<file path="src/rtl/warn_serializer.sv">
// warn_serializer: parallel-to-serial transmitter with a start bit, DATA_W data
// bits sent LSB first, and a stop bit. Each bit is held for CLKS_PER_BIT clocks.
// The line idles high.
// Optional feature: define WARN_SERIALIZER_PARITY_EN to add an even-parity bit
// between the data bits and the stop bit.
module warn_serializer #(
  parameter int DATA_W       = 8,
  parameter int CLKS_PER_BIT = 4
) (
  input  logic              clk,
  input  logic              rst_n,
  input  logic [DATA_W-1:0] din,
  input  logic              din_valid,
  output logic              din_ready,
  output logic              tx,
  output logic              busy
);

  localparam int CNT_W = (CLKS_PER_BIT > 1) ? $clog2(CLKS_PER_BIT) : 1;
  localparam int BIT_W = (DATA_W > 1) ? $clog2(DATA_W) : 1;
  localparam logic [CNT_W-1:0] CNT_MAX = CNT_W'(CLKS_PER_BIT - 1);
  localparam logic [BIT_W-1:0] BIT_MAX = BIT_W'(DATA_W - 1);

`ifdef WARN_SERIALIZER_PARITY_EN
  typedef enum logic [2:0] {
    IDLE   = 3'd0,
    START  = 3'd1,
    DATA   = 3'd2,
    PARITY = 3'd3,
    STOP   = 3'd4
  } state_t;
`else
  typedef enum logic [2:0] {
    IDLE  = 3'd0,
    START = 3'd1,
    DATA  = 3'd2,
    STOP  = 3'd4
  } state_t;
`endif

  state_t            state;
  state_t            state_nxt;
  logic [CNT_W-1:0]  cnt;
  logic [CNT_W-1:0]  cnt_nxt;
  logic [BIT_W-1:0]  bit_idx;
  logic [BIT_W-1:0]  bit_nxt;
  logic [DATA_W-1:0] shift;
  logic [DATA_W-1:0] shift_nxt;
  logic              tx_nxt;
  logic              bit_done;
`ifdef WARN_SERIALIZER_PARITY_EN
  logic              parity;
  logic              parity_nxt;
`endif

  // Handshake and status depend only on the registered state.
  assign din_ready = (state == IDLE);
  assign busy      = (state != IDLE);

  // State, counters, shift register and the registered serial line.
  always_ff @(posedge clk or negedge rst_n) begin
    if (!rst_n) begin
      state   <= IDLE;
      cnt     <= '0;
      bit_idx <= '0;
      shift   <= '0;
      tx      <= 1'b1;
`ifdef WARN_SERIALIZER_PARITY_EN
      parity  <= 1'b0;
`endif
    end else begin
      state   <= state_nxt;
      cnt     <= cnt_nxt;
      bit_idx <= bit_nxt;
      shift   <= shift_nxt;
      tx      <= tx_nxt;
`ifdef WARN_SERIALIZER_PARITY_EN
      parity  <= parity_nxt;
`endif
    end
  end

  // Next-state logic: each bit period ends when the cycle counter reaches
  // CLKS_PER_BIT-1; the data register shifts right once per data bit so the
  // bit on the line is always shift[0]. din is only looked at in IDLE, so a
  // frame in flight cannot be disturbed by later changes on din.
  always_comb begin
    state_nxt  = state;
    cnt_nxt    = cnt;
    bit_nxt    = bit_idx;
    shift_nxt  = shift;
`ifdef WARN_SERIALIZER_PARITY_EN
    parity_nxt = parity;
`endif
    bit_done   = (cnt == CNT_MAX);

    case (state)
      IDLE: begin
        if (din_valid) begin
          state_nxt  = START;
          cnt_nxt    = '0;
          bit_nxt    = '0;
          shift_nxt  = din;
`ifdef WARN_SERIALIZER_PARITY_EN
          parity_nxt = ^din;
`endif
        end
      end
      START: begin
        if (bit_done) begin
          state_nxt = DATA;
          cnt_nxt   = '0;
        end else begin
          cnt_nxt = cnt + 1'b1;
        end
      end
      DATA: begin
        if (bit_done) begin
          cnt_nxt   = '0;
          shift_nxt = shift >> 1;
          if (bit_idx == BIT_MAX) begin
            bit_nxt = '0;
`ifdef WARN_SERIALIZER_PARITY_EN
            state_nxt = PARITY;
`else
            state_nxt = STOP;
`endif
          end else begin
            bit_nxt = bit_idx + 1'b1;
          end
        end else begin
          cnt_nxt = cnt + 1'b1;
        end
      end
`ifdef WARN_SERIALIZER_PARITY_EN
      PARITY: begin
        if (bit_done) begin
          state_nxt = STOP;
          cnt_nxt   = '0;
        end else begin
          cnt_nxt = cnt + 1'b1;
        end
      end
`endif
      STOP: begin
        if (bit_done) begin
          state_nxt = IDLE;
          cnt_nxt   = '0;
        end else begin
          cnt_nxt = cnt + 1'b1;
        end
      end
      default: begin
        state_nxt = IDLE;
        cnt_nxt   = '0;
        bit_nxt   = '0;
      end
    endcase
  end

  // Line value for the coming cycle, derived from the next state so that the
  // start bit appears on the cycle right after the transfer edge while tx
  // itself stays a flop output.
  always_comb begin
    tx_nxt = 1'b1;
    case (state_nxt)
      IDLE:   tx_nxt = 1'b1;
      START:  tx_nxt = 1'b0;
      DATA:   tx_nxt = shift_nxt[0];
`ifdef WARN_SERIALIZER_PARITY_EN
      PARITY: tx_nxt = parity_nxt;
`endif
      STOP:   tx_nxt = 1'b1;
      default: tx_nxt = 1'b1;
    endcase
  end

endmodule

</file>
<file path="config.mk">
export PLATFORM = sky130hd
export DESIGN_NAME = warn_serializer
export DESIGN_NICKNAME = d
export VERILOG_FILES = /design/src/rtl/warn_serializer.sv
export SDC_FILE = /design/constraint.sdc
export NUM_CORES = 1
export LEC_CHECK = 0
export CAP_MARGIN = 20
export CORE_MARGIN = 2
export CORE_UTILIZATION = 45
export DETAILED_ROUTE_END_ITERATION = 8
export GPL_TIMING_DRIVEN = 0
export HOLD_SLACK_MARGIN = 0.03
export PLACE_DENSITY = 0.74
export REMOVE_ABC_BUFFERS = 1
export SLEW_MARGIN = 20
export SYNTH_ARGS = -nofsm -noshare
export SYNTH_HDL_FRONTEND = slang
export SYNTH_SLANG_ARGS = --single-unit
</file>
<file path="constraint.sdc">
create_clock -name clk -period 2.3 [get_ports clk]
set_clock_uncertainty 0.15 [all_clocks]
set_input_delay 0.46 -clock clk [delete_from_list [all_inputs] [get_ports clk]]
set_output_delay 0.46 -clock clk [all_outputs]
set_load 0.01 [all_outputs]
</file>
==> flow_summary_export.csv <==
group,metric,value,unit
outcome,outcome,"complete, no violations",
setup_path,worstPathRequired,1690,ps
setup_path,reg2reg_slack,430,ps
job,cap_violations,0,
yosys,synth_top_cell_area_share,41.1,%
sta,setup_viol,0,
pwr,p_leak,0.514,nW
yosys,synth_area,975,µm²
setup_path,path_buf_inv,2,
setup_path,r2r-end,"shift[0]$_DFF_PN0_",
floorplan,io_pins,14,
setup_path,crit_path_cell_trace,"nor2_4 -> nand2_1 -> inv_1 -> clkdlybuf4s50_1",
sta,fmax,455,MHz
grt,grt_overflow,0,
clock_network,clkSinkCount,17,
grt,grt_start_max_net_pins,18,
pwr,pwr-share-seq,40.5,%
pwr,finalPower,1.31,mW
clock_network,clk_path_buf_depth,2,
drt,drt_iter0_markers,16,
sta,drv_slew,0,
grt,antenna_found_initial,0,
clock_network,cts_htree_levels,1,
drt,drtPass1Iterations,4,
yosys,yosysSeqAreaShare,43.8,%
setup_path,crit_path_start,"state[2]$_DFF_PN0_",
yosys,yosysUniqueCellTypes,35,
cells_and_area,fin_area,0.00117,mm²
floorplan,coreArea,0.00200,mm²
pwr,powerDensity,1120,mW/mm²
yosys,ys_async_sr_fraction,100,%
yosys,synthCells,96,
cells_and_area,fin_util,58.4,%
placement,post_dp_cell_area,0.00109,mm²
floorplan,dieArea,0.00255,mm²
pwr,p_clk_share,12.4,%
sta,final-hold-violation-count,0,
placement,port_buffers,13,
clock_network,cts_tree,"done",
floorplan,die_w,50.5,µm
drt,ant_nets,0,
yosys,synth_top_flop_cell,"dfrtp_1",
drt,remaining_drc_errors,0,
drt,wl,1930,µm
yosys,synthTopCellsByArea,"dfrtp_1 (41%), o21ai_2 (6.3%), a22oi_1 (4.6%)",
setup_path,path_class,"flip-flop to output port",
sta,slew_headroom,47.3,%
sta,fin_crit_sh,95.5,%
setup_path,r2r-start,"cnt[0]$_DFFE_PN0P_",
setup_path,slowest_stage,"clkdlybuf4s50_1",
clock_network,clk_latency,290,ps
grt,grt_pass1_vias,678,
grt,grt_first_pass_wirelength,3140,µm
cells_and_area,nets,127,
drt,num_vias,753,
yosys,synth_edf_count,0,
setup_path,end_kind,"output port",
sta,worstMarginPinSlew,787,ps
yosys,synth-seq-cells,17,
pwr,vdd_drop_max,641,µV
setup_path,critPathMaxFanout,7,
sta,rsz0062_at_grt,"false",
floorplan,die_y,50.5,µm
sta,tns,0,ps
pwr,p_switching,506,µW
clock_network,holdBufCountCts,0,
clock_network,clockRootBuffer,"clkbuf_4",
placement,place_ws,150,ps
pwr,p_int,800,µW
floorplan,start_util,48.7,%
setup_path,path_depth,4,
pwr,switching_share,38.7,%
clock_network,clk_pin_slew,100,ps
setup_path,crit_family,"buffers and inverters",
drt,wl_per_cell,13.9,µm
setup_path,worstPathArrival,1590,ps
grt,track_usage,16.4,%
min_path,hold_path.class,"flip-flop to flip-flop",
yosys,avgSynthCellArea,10.2,µm²
cells_and_area,drive_gt1_share,26.8,%
yosys,synth_warnings,0,
pwr,power_frac_comb,47.1,%
drt,viasPerCell,5.42,
sta,worst_slack,104,ps
yosys,yosys.area.top_type,"dfrtp_1",
setup_path,max_stage_delay,520,ps
setup_path,reg2reg_depth,5,
floorplan,rows,16,
setup_path,endpoint,"din_ready",
cells_and_area,antenna_cells,0,
sta,layout_min_cycle_time,2200,ps
clock_network,cts_inserted_buffers,3,
placement,place.detailed.hpwl,1240,µm
setup_path,start_kind,"flip-flop",
cells_and_area,syn_to_final_growth,20.0,%
placement,gp_congestion,0.703,
[synthesized netlist by cell type (all sizes together) (3+ instances only)]
library cell / number
inv: 11
nand3: 4
a22oi: 6
a21oi: 5
nor3: 4
buf: 6
nand2: 3
dfrtp: 16
ha: 3
nor2: 6
o21ai: 11
[cell type report]
| class | count | area [µm²] |
|---|---|---|
| flip-flops and latches | 17 | 430 |
| clock buffers | 4 | 26.3 |
| repair buffers | 18 | 168 |
| multi-input cells | 62 | 468 |
| inverters | 11 | 43.8 |
| well taps | 27 | 33.8 |
| fillers | 185 | 832 |
[worst min path at each step]
stage / start / end / slack [ps] / cells after the start
final: cnt[0]$_DFFE_PN0P_ / cnt[0]$_DFFE_PN0P_ / 360 / 1
after detailed placement: cnt[0]$_DFFE_PN0P_ / cnt[0]$_DFFE_PN0P_ / 350 / 1
after CTS: cnt[0]$_DFFE_PN0P_ / cnt[0]$_DFFE_PN0P_ / 360 / 1
after floorplan: rst_n / bit_idx[0]$_DFFE_PN0P_ / 10 / 0
after global routing: cnt[0]$_DFFE_PN0P_ / cnt[0]$_DFFE_PN0P_ / 380 / 1
after global placement: cnt[0]$_DFFE_PN0P_ / cnt[0]$_DFFE_PN0P_ / 340 / 1
[sequential cells by signal, indices dropped and copies added, names as in the netlist]
signal / cells
bit_idx: 3
cnt: 2
shift: 8
state: 3
tx: 1
[layer usage]
layer	global-route usage [%]	vias up	part of all wire (%)	wire [µm]
li1	-	374	-	-
met1	22.3	362	47	903
met2	25.2	17	49	951
met3	3.57	0	3.8	73
met4	6.76	0	0	0
met5	0	-	0	0
[metrics by stage]
stage,hold WS (ps),std cells
final,356,139
after floorplan,14.4,90
after CTS,364,135
after global routing,377,139
after detailed placement,351,130
after global placement,338,130
[worst register-to-register path, stage by stage (launching register included)]
cell and delay (ps):
dfrtp_1 380, ha_1 310, and4bb_1 490, a21oi_2 60, a221oi_2 280, nor2_1 80
[power groups by stage]
| stage | Sequential (mW) | Combinational [mW] | Clock [mW] |
|---|---|---|---|
| 3_5_place_dp | 0.553 | 0.565 | 0 |
| 5_1_grt | 0.545 | 0.688 | 0.179 |
| 3_3_place_gp | 0.546 | 0.546 | 0 |
| 6_report | 0.529 | 0.615 | 0.162 |
| 4_1_cts | 0.524 | 0.618 | 0.169 |
| 2_1_floorplan | 0.525 | 0.420 | 0 |
[kinds of logic after synthesis]
kind of cell	after synthesis	synth area share (%)
flip-flops	17	43.8
AND/OR/NAND/NOR	26	16.0
adder cells (fa/ha/maj)	3	3.85
buffers and inverters	17	8.73
multiplexers	3	3.34
AO/OA/AOI/OAI	29	23.4
XOR/XNOR	1	0.899
[placed cells by master, fill, tap and decap left out, types with 2 or more instances in the layout]
cell              n
dfrtp_1          13
dfrtp_2           3
a21oi_2           2
a21oi_1           3
nor2_1            5
clkbuf_4          3
nand3_1           4
a22oi_1           6
ha_1              3
mux2_2            2
nor2b_1           2
nor3_1            4
nand2_1           3
o21ai_0           4
inv_1            10
o21ai_2           7
clkdlybuf4s50_1  13
buf_4             5
[what timing repair did]
action | 4_1_cts | 5_1_grt
buffers inserted | 1 | 4
setup endpoints to repair | 2 | 2
gates resized for setup | 4 | 2
No activity file was read; power rests on OpenSTA's default activity.
